### config.mk
export PLATFORM = sky130hd
export DESIGN_NAME = can_cfg_arbiter
export DESIGN_NICKNAME = d
export VERILOG_FILES = /design/src/rtl/can_cfg_arbiter.sv
export SDC_FILE = /design/constraint.sdc
export NUM_CORES = 1
export LEC_CHECK = 0
export BUFFER_PORTS_ARGS = -buffer_cell sky130_fd_sc_hd__buf_2
export CORE_MARGIN = 3
export CORE_UTILIZATION = 45
export CTS_CLUSTER_DIAMETER = 200
export DETAILED_ROUTE_END_ITERATION = 16
export HOLD_SLACK_MARGIN = 0.03
export PLACE_DENSITY = 0.74
export SLEW_MARGIN = 30
export SYNTH_ARGS = -nofsm -noshare
export SYNTH_HDL_FRONTEND = slang
export SYNTH_SLANG_ARGS = --single-unit
### constraint.sdc
create_clock -name clk -period 2.14 [get_ports clk]
set_input_delay 0.214 -clock clk [delete_from_list [all_inputs] [get_ports clk]]
set_output_delay 0.214 -clock clk [all_outputs]
set_load 0.03 [all_outputs]
### src/rtl/can_cfg_arbiter.sv
// can_cfg_arbiter
//   Shares the CAN-controller configuration bus between two requesters
//   (0: host command parser, 1: frame/transmit scheduler). It runs one
//   access at a time, arbitrates round-robin, rejects addresses outside the
//   CAN register window and aborts accesses that are never acknowledged.
//
// Ports
//   clk, rst_n                     clock, asynchronous active-low reset
//   mX_req/addr/wdata/we           request payload, held until mX_done
//   mX_done/err/rdata              completion pulse, error flag, read data
//   cfg_addr/wdata/write/read      access toward can_wrapper (level strobes)
//   cfg_rdata/cfg_ack              response from can_wrapper
//   busy                           high whenever the arbiter is not idle
//   to_cnt                         saturating timeout event counter
module can_cfg_arbiter #(
   parameter logic [15:0] BASE_ADDR   = 16'h5000,
   parameter logic [15:0] WIN_SIZE    = 16'h0100,
   parameter int unsigned TIMEOUT_CYC = 64,
   parameter int unsigned TO_CNT_W    = 8
) (
   input  logic                clk,
   input  logic                rst_n,
   input  logic                m0_req,
   input  logic [15:0]         m0_addr,
   input  logic [31:0]         m0_wdata,
   input  logic                m0_we,
   output logic                m0_done,
   output logic                m0_err,
   output logic [31:0]         m0_rdata,
   input  logic                m1_req,
   input  logic [15:0]         m1_addr,
   input  logic [31:0]         m1_wdata,
   input  logic                m1_we,
   output logic                m1_done,
   output logic                m1_err,
   output logic [31:0]         m1_rdata,
   output logic [15:0]         cfg_addr,
   output logic [31:0]         cfg_wdata,
   output logic                cfg_write,
   output logic                cfg_read,
   input  logic [31:0]         cfg_rdata,
   input  logic                cfg_ack,
   output logic                busy,
   output logic [TO_CNT_W-1:0] to_cnt
);

   localparam int unsigned WAIT_W = (TIMEOUT_CYC > 2) ? $clog2(TIMEOUT_CYC) : 1;

   typedef enum logic [1:0] {IDLE, ACCESS, DONE} state_t;

   state_t            state, state_nxt;
   logic              owner;       // 0 = m0, 1 = m1
   logic              last_gnt;
   logic              we_r;
   logic              err_r;
   logic [31:0]       rd_cap;
   logic [WAIT_W-1:0] wait_cnt;

   logic              gnt;
   logic [15:0]       sel_addr;
   logic [31:0]       sel_wdata;
   logic              sel_we;
   logic [15:0]       offset;
   logic              in_win;
   logic              timeout_hit;
   logic              done_pending;

   always_comb begin
      if (m0_req && m1_req) gnt = ~last_gnt;
      else                  gnt = m1_req;
      sel_addr    = gnt ? m1_addr  : m0_addr;
      sel_wdata   = gnt ? m1_wdata : m0_wdata;
      sel_we      = gnt ? m1_we    : m0_we;
      // 16-bit wrap makes addresses below the base look huge, so one compare suffices
      offset      = sel_addr - BASE_ADDR;
      in_win      = offset < WIN_SIZE;
      timeout_hit = wait_cnt == WAIT_W'(TIMEOUT_CYC - 1);
      // done is registered one cycle after DONE; holding off grants while it
      // is visible gives the requester that cycle to present its next payload
      done_pending = m0_done | m1_done;
   end

   always_comb begin
      state_nxt = state;
      case (state)
         IDLE:    if ((m0_req || m1_req) && !done_pending)
                     state_nxt = in_win ? ACCESS : DONE;
         ACCESS:  if (cfg_ack || timeout_hit) state_nxt = DONE;
         DONE:    state_nxt = IDLE;
         default: state_nxt = IDLE;
      endcase
   end

   always_ff @(posedge clk or negedge rst_n) begin
      if (!rst_n) state <= IDLE;
      else        state <= state_nxt;
   end

   always_ff @(posedge clk or negedge rst_n) begin
      if (!rst_n) begin
         owner     <= 1'b0;
         last_gnt  <= 1'b1;
         we_r      <= 1'b0;
         err_r     <= 1'b0;
         rd_cap    <= '0;
         wait_cnt  <= '0;
         m0_done   <= 1'b0;
         m0_err    <= 1'b0;
         m0_rdata  <= '0;
         m1_done   <= 1'b0;
         m1_err    <= 1'b0;
         m1_rdata  <= '0;
         cfg_addr  <= '0;
         cfg_wdata <= '0;
         cfg_write <= 1'b0;
         cfg_read  <= 1'b0;
         busy      <= 1'b0;
         to_cnt    <= '0;
      end else begin
         m0_done <= 1'b0;
         m1_done <= 1'b0;
         busy    <= (state_nxt != IDLE);
         case (state)
            IDLE: begin
               if (state_nxt != IDLE) begin
                  owner     <= gnt;
                  last_gnt  <= gnt;
                  we_r      <= sel_we;
                  cfg_addr  <= sel_addr;
                  cfg_wdata <= sel_wdata;
                  wait_cnt  <= '0;
                  err_r     <= ~in_win;
                  if (in_win) begin
                     cfg_write <= sel_we;
                     cfg_read  <= ~sel_we;
                  end
               end
            end
            ACCESS: begin
               if (cfg_ack) begin
                  cfg_write <= 1'b0;
                  cfg_read  <= 1'b0;
                  rd_cap    <= cfg_rdata;
                  err_r     <= 1'b0;
               end else if (timeout_hit) begin
                  cfg_write <= 1'b0;
                  cfg_read  <= 1'b0;
                  err_r     <= 1'b1;
                  if (to_cnt != '1) to_cnt <= to_cnt + 1'b1;
               end else begin
                  wait_cnt <= wait_cnt + 1'b1;
               end
            end
            DONE: begin
               if (owner) begin
                  m1_done <= 1'b1;
                  m1_err  <= err_r;
                  if (!we_r && !err_r) m1_rdata <= rd_cap;
               end else begin
                  m0_done <= 1'b1;
                  m0_err  <= err_r;
                  if (!we_r && !err_r) m0_rdata <= rd_cap;
               end
            end
            default: ;
         endcase
      end
   end

endmodule

==> PnR_summary.wiki, run 1 <==
{| class="wikitable"
! Metric !! Value
|-
| Leakage power total || 0.005286 uW
|-
| Critical Path End Type || flip-flop
|-
| DRT antenna net count || 0
|-
| Largest net degree at the start of global routing || 102
|-
| Area Growth Syn to Fin || 34.26%
|-
| Area taken by flip-flops and latches || 4280 um^2
|-
| Final worst-path cycle share || 86.74%
|-
| Final routed wire length divided by cell count || 17.01 um
|-
| Top-count cell post-synth || dfrtp_1
|-
| Global-route wire length before repair || 28.63 mm
|-
| Fill cell total of the finished layout || 1214
|-
| Synthesized instance count || 541
|-
| Commonest cells post-synth || 170 x dfrtp_1, 66 x mux2_2, 61 x nand2_1, 55 x o21ai_0, 49 x mux2i_1
|-
| Max-cap viol count || 0
|-
| # resized after CTS || 0
|-
| Count of endpoints failing hold in the final timing report || 0
|-
| CP arrival || 2.14 ns
|-
| Share of power burned in registers || 39.2%
|-
| Worst-margin pin slew || 0.4891 ns
|-
| RePlAce Congestion || 0.7938
|-
| Count of state elements after synthesis || 171
|-
| Cell types occupying the most area after synthesis || dfrtp_1 59%, mux2_2 10%, mux2i_1 6.8%, mux2_4 6.2%, o21ai_0 3.8%
|-
| Placeable Area || 15480 um^2
|-
| Ratio of cells with drive above 1 in the final layout || 48.41%
|-
| Residual overflow from global routing || 0
|-
| P_sw || 4343 uW
|-
| TritonCTS clock tree || yes
|-
| Fraction of synthesis flops using an asynchronous set or reset pin || 100.0%
|-
| Max VDD drop || 742.0 uV
|-
| Largest buffer count on any clock path || 2
|-
| Cell at the slowest stage of the critical path || dfrtp_1
|-
| Slew Limit Headroom || 67.40%
|-
| Cts-stage hold buffer count || 32
|-
| Clock group share of total power || 26.6%
|-
| Combinational share of power || 34.1%
|-
| 1st-pass router iterations || 4
|-
| Finished Cell Area || 9748 um^2
|-
| Number of buffers inserted during clock tree synthesis || 17
|-
| Worst skew pair latency || 0.43 ns
|-
| Total power density per cell area || 1141 nW/um^2
|-
| Net Count, Synth || 678
|-
| Post-synthesis average cell area || 13.42 um^2
|-
| Final TNS setup || 0 ns
|-
| Worst min path class || in -> reg
|-
| Via count of the routed design || 5297
|-
| Hold path startpoint || cfg_rdata[0]
|-
| Diodes inserted || 0
|-
| Layout Nets || 973
|-
| Die X || 133.0 um
|-
| Die footprint || 17700 um^2
|-
| Worst hold-check slack || 0.06143 ns
|-
| Startpoint types || flip-flop
|-
| Starting DRT DRC Count || 224
|-
| Worst flop-to-flop path startpoint || state[0]$_DFF_PN0_
|-
| Num rows || 45
|-
| Worst setup slack after placement || 0.3234 ns
|-
| First element of the critical path || state[0]$_DFF_PN0_
|-
| Number of top-level design ports || 262
|-
| Worst stage delay on the critical path || 0.51 ns
|-
| Path type of the worst setup path || reg -> reg
|-
| Result of the run || completed
|-
| Cell accounting for the most synthesized area || dfrtp_1
|-
| Int Power || 6782 uW
|-
| Total wire length after detailed routing || 18.03 mm
|-
| RSZ-0062 raised after global routing || no
|-
| Synthesis warning total || 0
|-
| Clock-pin transition on the worst setup and hold timing paths || 0.07 ns
|-
| Buffer cell driving the clock tree root || clkbuf_16
|-
| Switching power as a share of total power || 39.04%
|-
| Deepest level of the CTS H-tree || 4
|-
| Initial antenna violation count || 0
|-
| Fin. max-slew vios || 0
|-
| DRC viols || 0
|-
| Count of flip-flops with a built-in enable after synthesis || 0
|-
| Global-route total usage across every layer || 20.40%
|-
| Distinct cells, synth || 43
|-
| Skew final || 0.007661 ns
|-
| Sequential share of the synthesized area || 58.95%
|-
| Series of cell instances along the critical path || nor4_2 -> o21ai_4 -> buf_12 -> nand2_1 -> o21ai_0
|-
| Tot Pwr || 11130 uW
|-
| Primary FF master, synth || dfrtp_1
|-
| Final critical delay including setup and external delays || 1.856 ns
|-
| Quantity of I/O buffers inserted on ports || 261
|-
| Via-per-instance ratio || 4.997
|-
| Required time reported for the critical path endpoint || 2.43 ns
|-
| Die Ht || 133.0 um
|-
| Post-CTS setup buffers || 0
|-
| Initial Util || 46.89%
|-
| Sinks on the clock net || 171
|-
| Syn Std Cell Area || 7261 um^2
|-
| Post-placement cell area || 8855 um^2
|-
| Final HPWL DP || 12.64 mm
|-
| Critical-path maximum fanout || 101
|-
| Portion of synthesized cell area occupied by the leading cell type || 58.59%
|-
| Final setup violation count || 0
|-
| Area used by multi-input combinational logic || 2820 um^2
|-
| Worst setup margin || 0.2837 ns
|-
| Vias in the first global route || 5386
|-
| Reg-to-reg setup timing slack || 0.28 ns
|-
| Max Fclk || 538.7 MHz
|}
==> area by class of cell <==
type	instances	share of cell area, %
Sequential cell	171	43.91
Multi-Input combinational cell	339	28.93
Timing Repair Buffer	303	18.42
Clock buffer	19	4.544
Tap cell	211	2.708
Clock inverter	13	1.335
Inverter	4	0.1540
==> sequential cells by signal, indices dropped and copies added, names as in the netlist, 2 cells and up <==
name	count
cfg_wdata	32
m0_rdata	32
to_cnt	8
state	2
wait_cnt	6
m1_rdata	32
cfg_addr	16
rd_cap	32
==> power groups by stage <==
| stage | combinational (uW) | sequential, uW | clock, uW |
|---|---|---|---|
| final | 3800 | 4360 | 2960 |
| after global routing | 4120 | 4450 | 3160 |
| after CTS | 3830 | 4360 | 3020 |
| after detailed placement | 3800 | 4400 | 0 |
| after global placement | 3720 | 4400 | 0 |
| after floorplan | 1360 | 5580 | 0 |
==> critical path: cells and delay by family, from the launching register on <==
kind | cells | cell delay (ns)
buffers and inverters | 1 | 0.24
AND/OR/NAND/NOR | 2 | 0.63
flip-flops | 1 | 0.51
AO/OA/AOI/OAI | 2 | 0.28
==> per-layer routing <==
metal	global-route usage, %	routed length [um]
met1	26.64	7784
met3	7.605	1556
met2	31.80	8492
met4	6.293	195
met5	0	0
==> logic make-up after synthesis <==
logic type	share of synthesized area, %
muxes	23.66
buffers and inverters	2.464
adders and majority gates	0.3446
AOI/OAI and AO/OA	6.204
xor gates and xnor gates	1.086
and+or+nand+nor	7.290
DFF	58.95
==> stage by stage <==
step | instances | utilization, %
floorplan | 541 | -
global placement | 996 | 57.19
detailed placement | 996 | 57.19
CTS | 1060 | 62.96
global route | 1060 | 62.96
finish | 1060 | 62.96
==> final timing paths <==
check                                            endpoint  depth (start not counted)
worst min-delay path                rd_cap[0]$_DFFE_PN0P_                          2
min in group asynchronous           to_cnt[4]$_DFFE_PN0P_                          2
max in group asynchronous            last_gnt$_DFFE_PN1P_                          3
worst min register to register  cfg_wdata[31]$_DFFE_PN0P_                          2
worst max-delay path            cfg_wdata[28]$_DFFE_PN0P_                          5
worst max register to register  cfg_wdata[28]$_DFFE_PN0P_                          5
==> layout by cell type (no fill, tap or decap), types with 4 or more instances in the layout <==
master / instances
clkbuf_16: 17
mux2_2: 66
mux2_4: 30
nand3_1: 8
xor2_1: 8
inv_8: 5
o21ai_0: 55
nor2_1: 10
mux2i_1: 49
buf_12: 7
dlygate4sd3_1: 32
inv_1: 4
dfrtp_1: 170
nand4_1: 6
buf_2: 260
nand2_1: 61
nor4b_1: 4
Note: power is estimated with default switching activity, not from simulation.
==> inputs of run 2 (changes only) <==
- CORE_ASPECT_RATIO: unset -> 1.2
==> PnR_summary.wiki, run 2 (synthesis results as in run 1) <==
{| class="wikitable"
! Metric !! Value
|-
| Result of the run || completed
|-
| Total power density per cell area || 1157 nW/um^2
|-
| Layout Nets || 974
|-
| Sinks on the clock net || 171
|-
| Count of endpoints failing hold in the final timing report || 0
|-
| CP arrival || 2.09 ns
|-
| Via-per-instance ratio || 4.993
|-
| Num rows || 50
|-
| Final critical delay including setup and external delays || 1.785 ns
|-
| RePlAce Congestion || 0.7911
|-
| Largest buffer count on any clock path || 2
|-
| Slew Limit Headroom || 64.51%
|-
| Critical Path End Type || flip-flop
|-
| Number of buffers inserted during clock tree synthesis || 17
|-
| Final HPWL DP || 13.32 mm
|-
| Max-cap viol count || 0
|-
| # resized after CTS || 0
|-
| TritonCTS clock tree || yes
|-
| Vias in the first global route || 5364
|-
| Global-route total usage across every layer || 20.95%
|-
| Instance count after placement with tap cells included || 995
|-
| Skew final || 0.01939 ns
|-
| Reg-to-reg setup timing slack || 0.36 ns
|-
| Required time reported for the critical path endpoint || 2.44 ns
|-
| Diodes inserted || 0
|-
| Via count of the routed design || 5283
|-
| Number of top-level design ports || 262
|-
| Hold path startpoint || cfg_rdata[31]
|-
| Critical-path maximum fanout || 10
|-
| Total wire length after detailed routing || 18.24 mm
|-
| 1st-pass router iterations || 4
|-
| Leakage power total || 0.005312 uW
|-
| Clock-pin transition on the worst setup and hold timing paths || 0.06 ns
|-
| Layout Cells excl Fill || 1058
|-
| Ratio of cells with drive above 1 in the final layout || 48.71%
|-
| Final worst-path cycle share || 83.41%
|-
| Quantity of I/O buffers inserted on ports || 261
|-
| Largest net degree at the start of global routing || 67
|-
| Startpoint types || flip-flop
|-
| Worst skew pair latency || 0.42 ns
|-
| Die footprint || 17700 um^2
|-
| Worst-margin pin slew || 0.5249 ns
|-
| Most common cell after layout, fill and taps aside || buf_2
|-
| Final setup violation count || 0
|-
| DRT antenna net count || 0
|-
| Deepest level of the CTS H-tree || 4
|-
| DRC viols || 0
|-
| Initial antenna violation count || 2
|-
| Buffer cell driving the clock tree root || clkbuf_16
|-
| First element of the critical path || state[0]$_DFF_PN0_
|-
| Starting DRT DRC Count || 230
|-
| Max VDD drop || 767.4 uV
|-
| Leading cell types in the layout, fill and taps excluded || 260 x buf_2, 170 x dfrtp_1, 66 x mux2_2
|-
| RSZ-0062 raised after global routing || no
|-
| Global-route wire length before repair || 28.86 mm
|-
| Max Fclk || 560.3 MHz
|-
| Area Growth Syn to Fin || 34.64%
|-
| Final TNS setup || 0 ns
|-
| Residual overflow from global routing || 0
|-
| Worst min path class || in -> reg
|-
| Die X || 122.0 um
|-
| Final routed wire length divided by cell count || 17.24 um
|-
| Fin. max-slew vios || 0
|-
| Initial Util || 46.24%
|-
| Worst flop-to-flop path startpoint || state[0]$_DFF_PN0_
|-
| Die Ht || 145.1 um
|-
| Placeable Area || 15700 um^2
|-
| Path type of the worst setup path || reg -> reg
|}
==> run 2: cell type report <==
cell class	instances	area, um^2
clock buffer	18	439.2
clock inverter	14	160.2
fill	1235	5927
inverter	4	15.01
multi-input combinational	339	2820
sequential	171	4280
tap	208	260.3
timing repair buffer	304	1800
==> run 2: critical path: stages (launching register included) <==
cell and delay, ns:
dfrtp_1 0.55, nor3b_4 0.40, nand3_4 0.14, a21oi_1 0.22, mux2_2 0.36
==> run 2: through the flow <==
step / instance area (um^2) / util (%) / setup WS (ns) / power (uW) / hold slack [ns]
global route: 9776 / 62.26 / 0.2483 / 11940 / 0.04213
finish: 9776 / 62.26 / 0.3551 / 11310 / 0.05841
floorplan: 7261 / - / 0.5460 / 6943 / -0.08159
global placement: 8866 / 56.46 / 0.3385 / 8157 / 0.1918
CTS: 9766 / 62.19 / 0.3590 / 11430 / 0.03019
detailed placement: 8866 / 56.46 / 0.3357 / 8237 / 0.1879
==> run 2: path summary, 6_finish.rpt <==
path	endpoint	cells after the start
max reg2reg	to_cnt[1]$_DFFE_PN0P_	4
min reg2reg	cfg_addr[5]$_DFFE_PN0P_	2
max in group asynchronous	cfg_wdata[4]$_DFFE_PN0P_	3
min in group asynchronous	m0_rdata[5]$_DFFE_PN0P_	2
max	to_cnt[1]$_DFFE_PN0P_	4
min	rd_cap[31]$_DFFE_PN0P_	2
==> run 2: metal layers <==
layer | wire [um] | vias up | GRT usage [%]
met1 | 7593 | 2524 | 26.02
li1 | - | 2517 | -
met3 | 1685 | 18 | 7.018
met5 | 13 | - | 0
met4 | 215 | 2 | 5.886
met2 | 8732 | 222 | 34.76
==> run 2: power by group <==
group / leakage [uW] / internal [uW] / switching (uW)
Sequential: 0.00227 / 3950 / 423
Combinational: 0.00275 / 1270 / 2530
Clock: 0.000292 / 1780 / 1340
Total: 0.00531 / 7010 / 4300
==> run 2: what timing repair did <==
item,CTS,global route
hold buffers,30,1
hold endpoints to repair,77,1
setup buffers,0,0
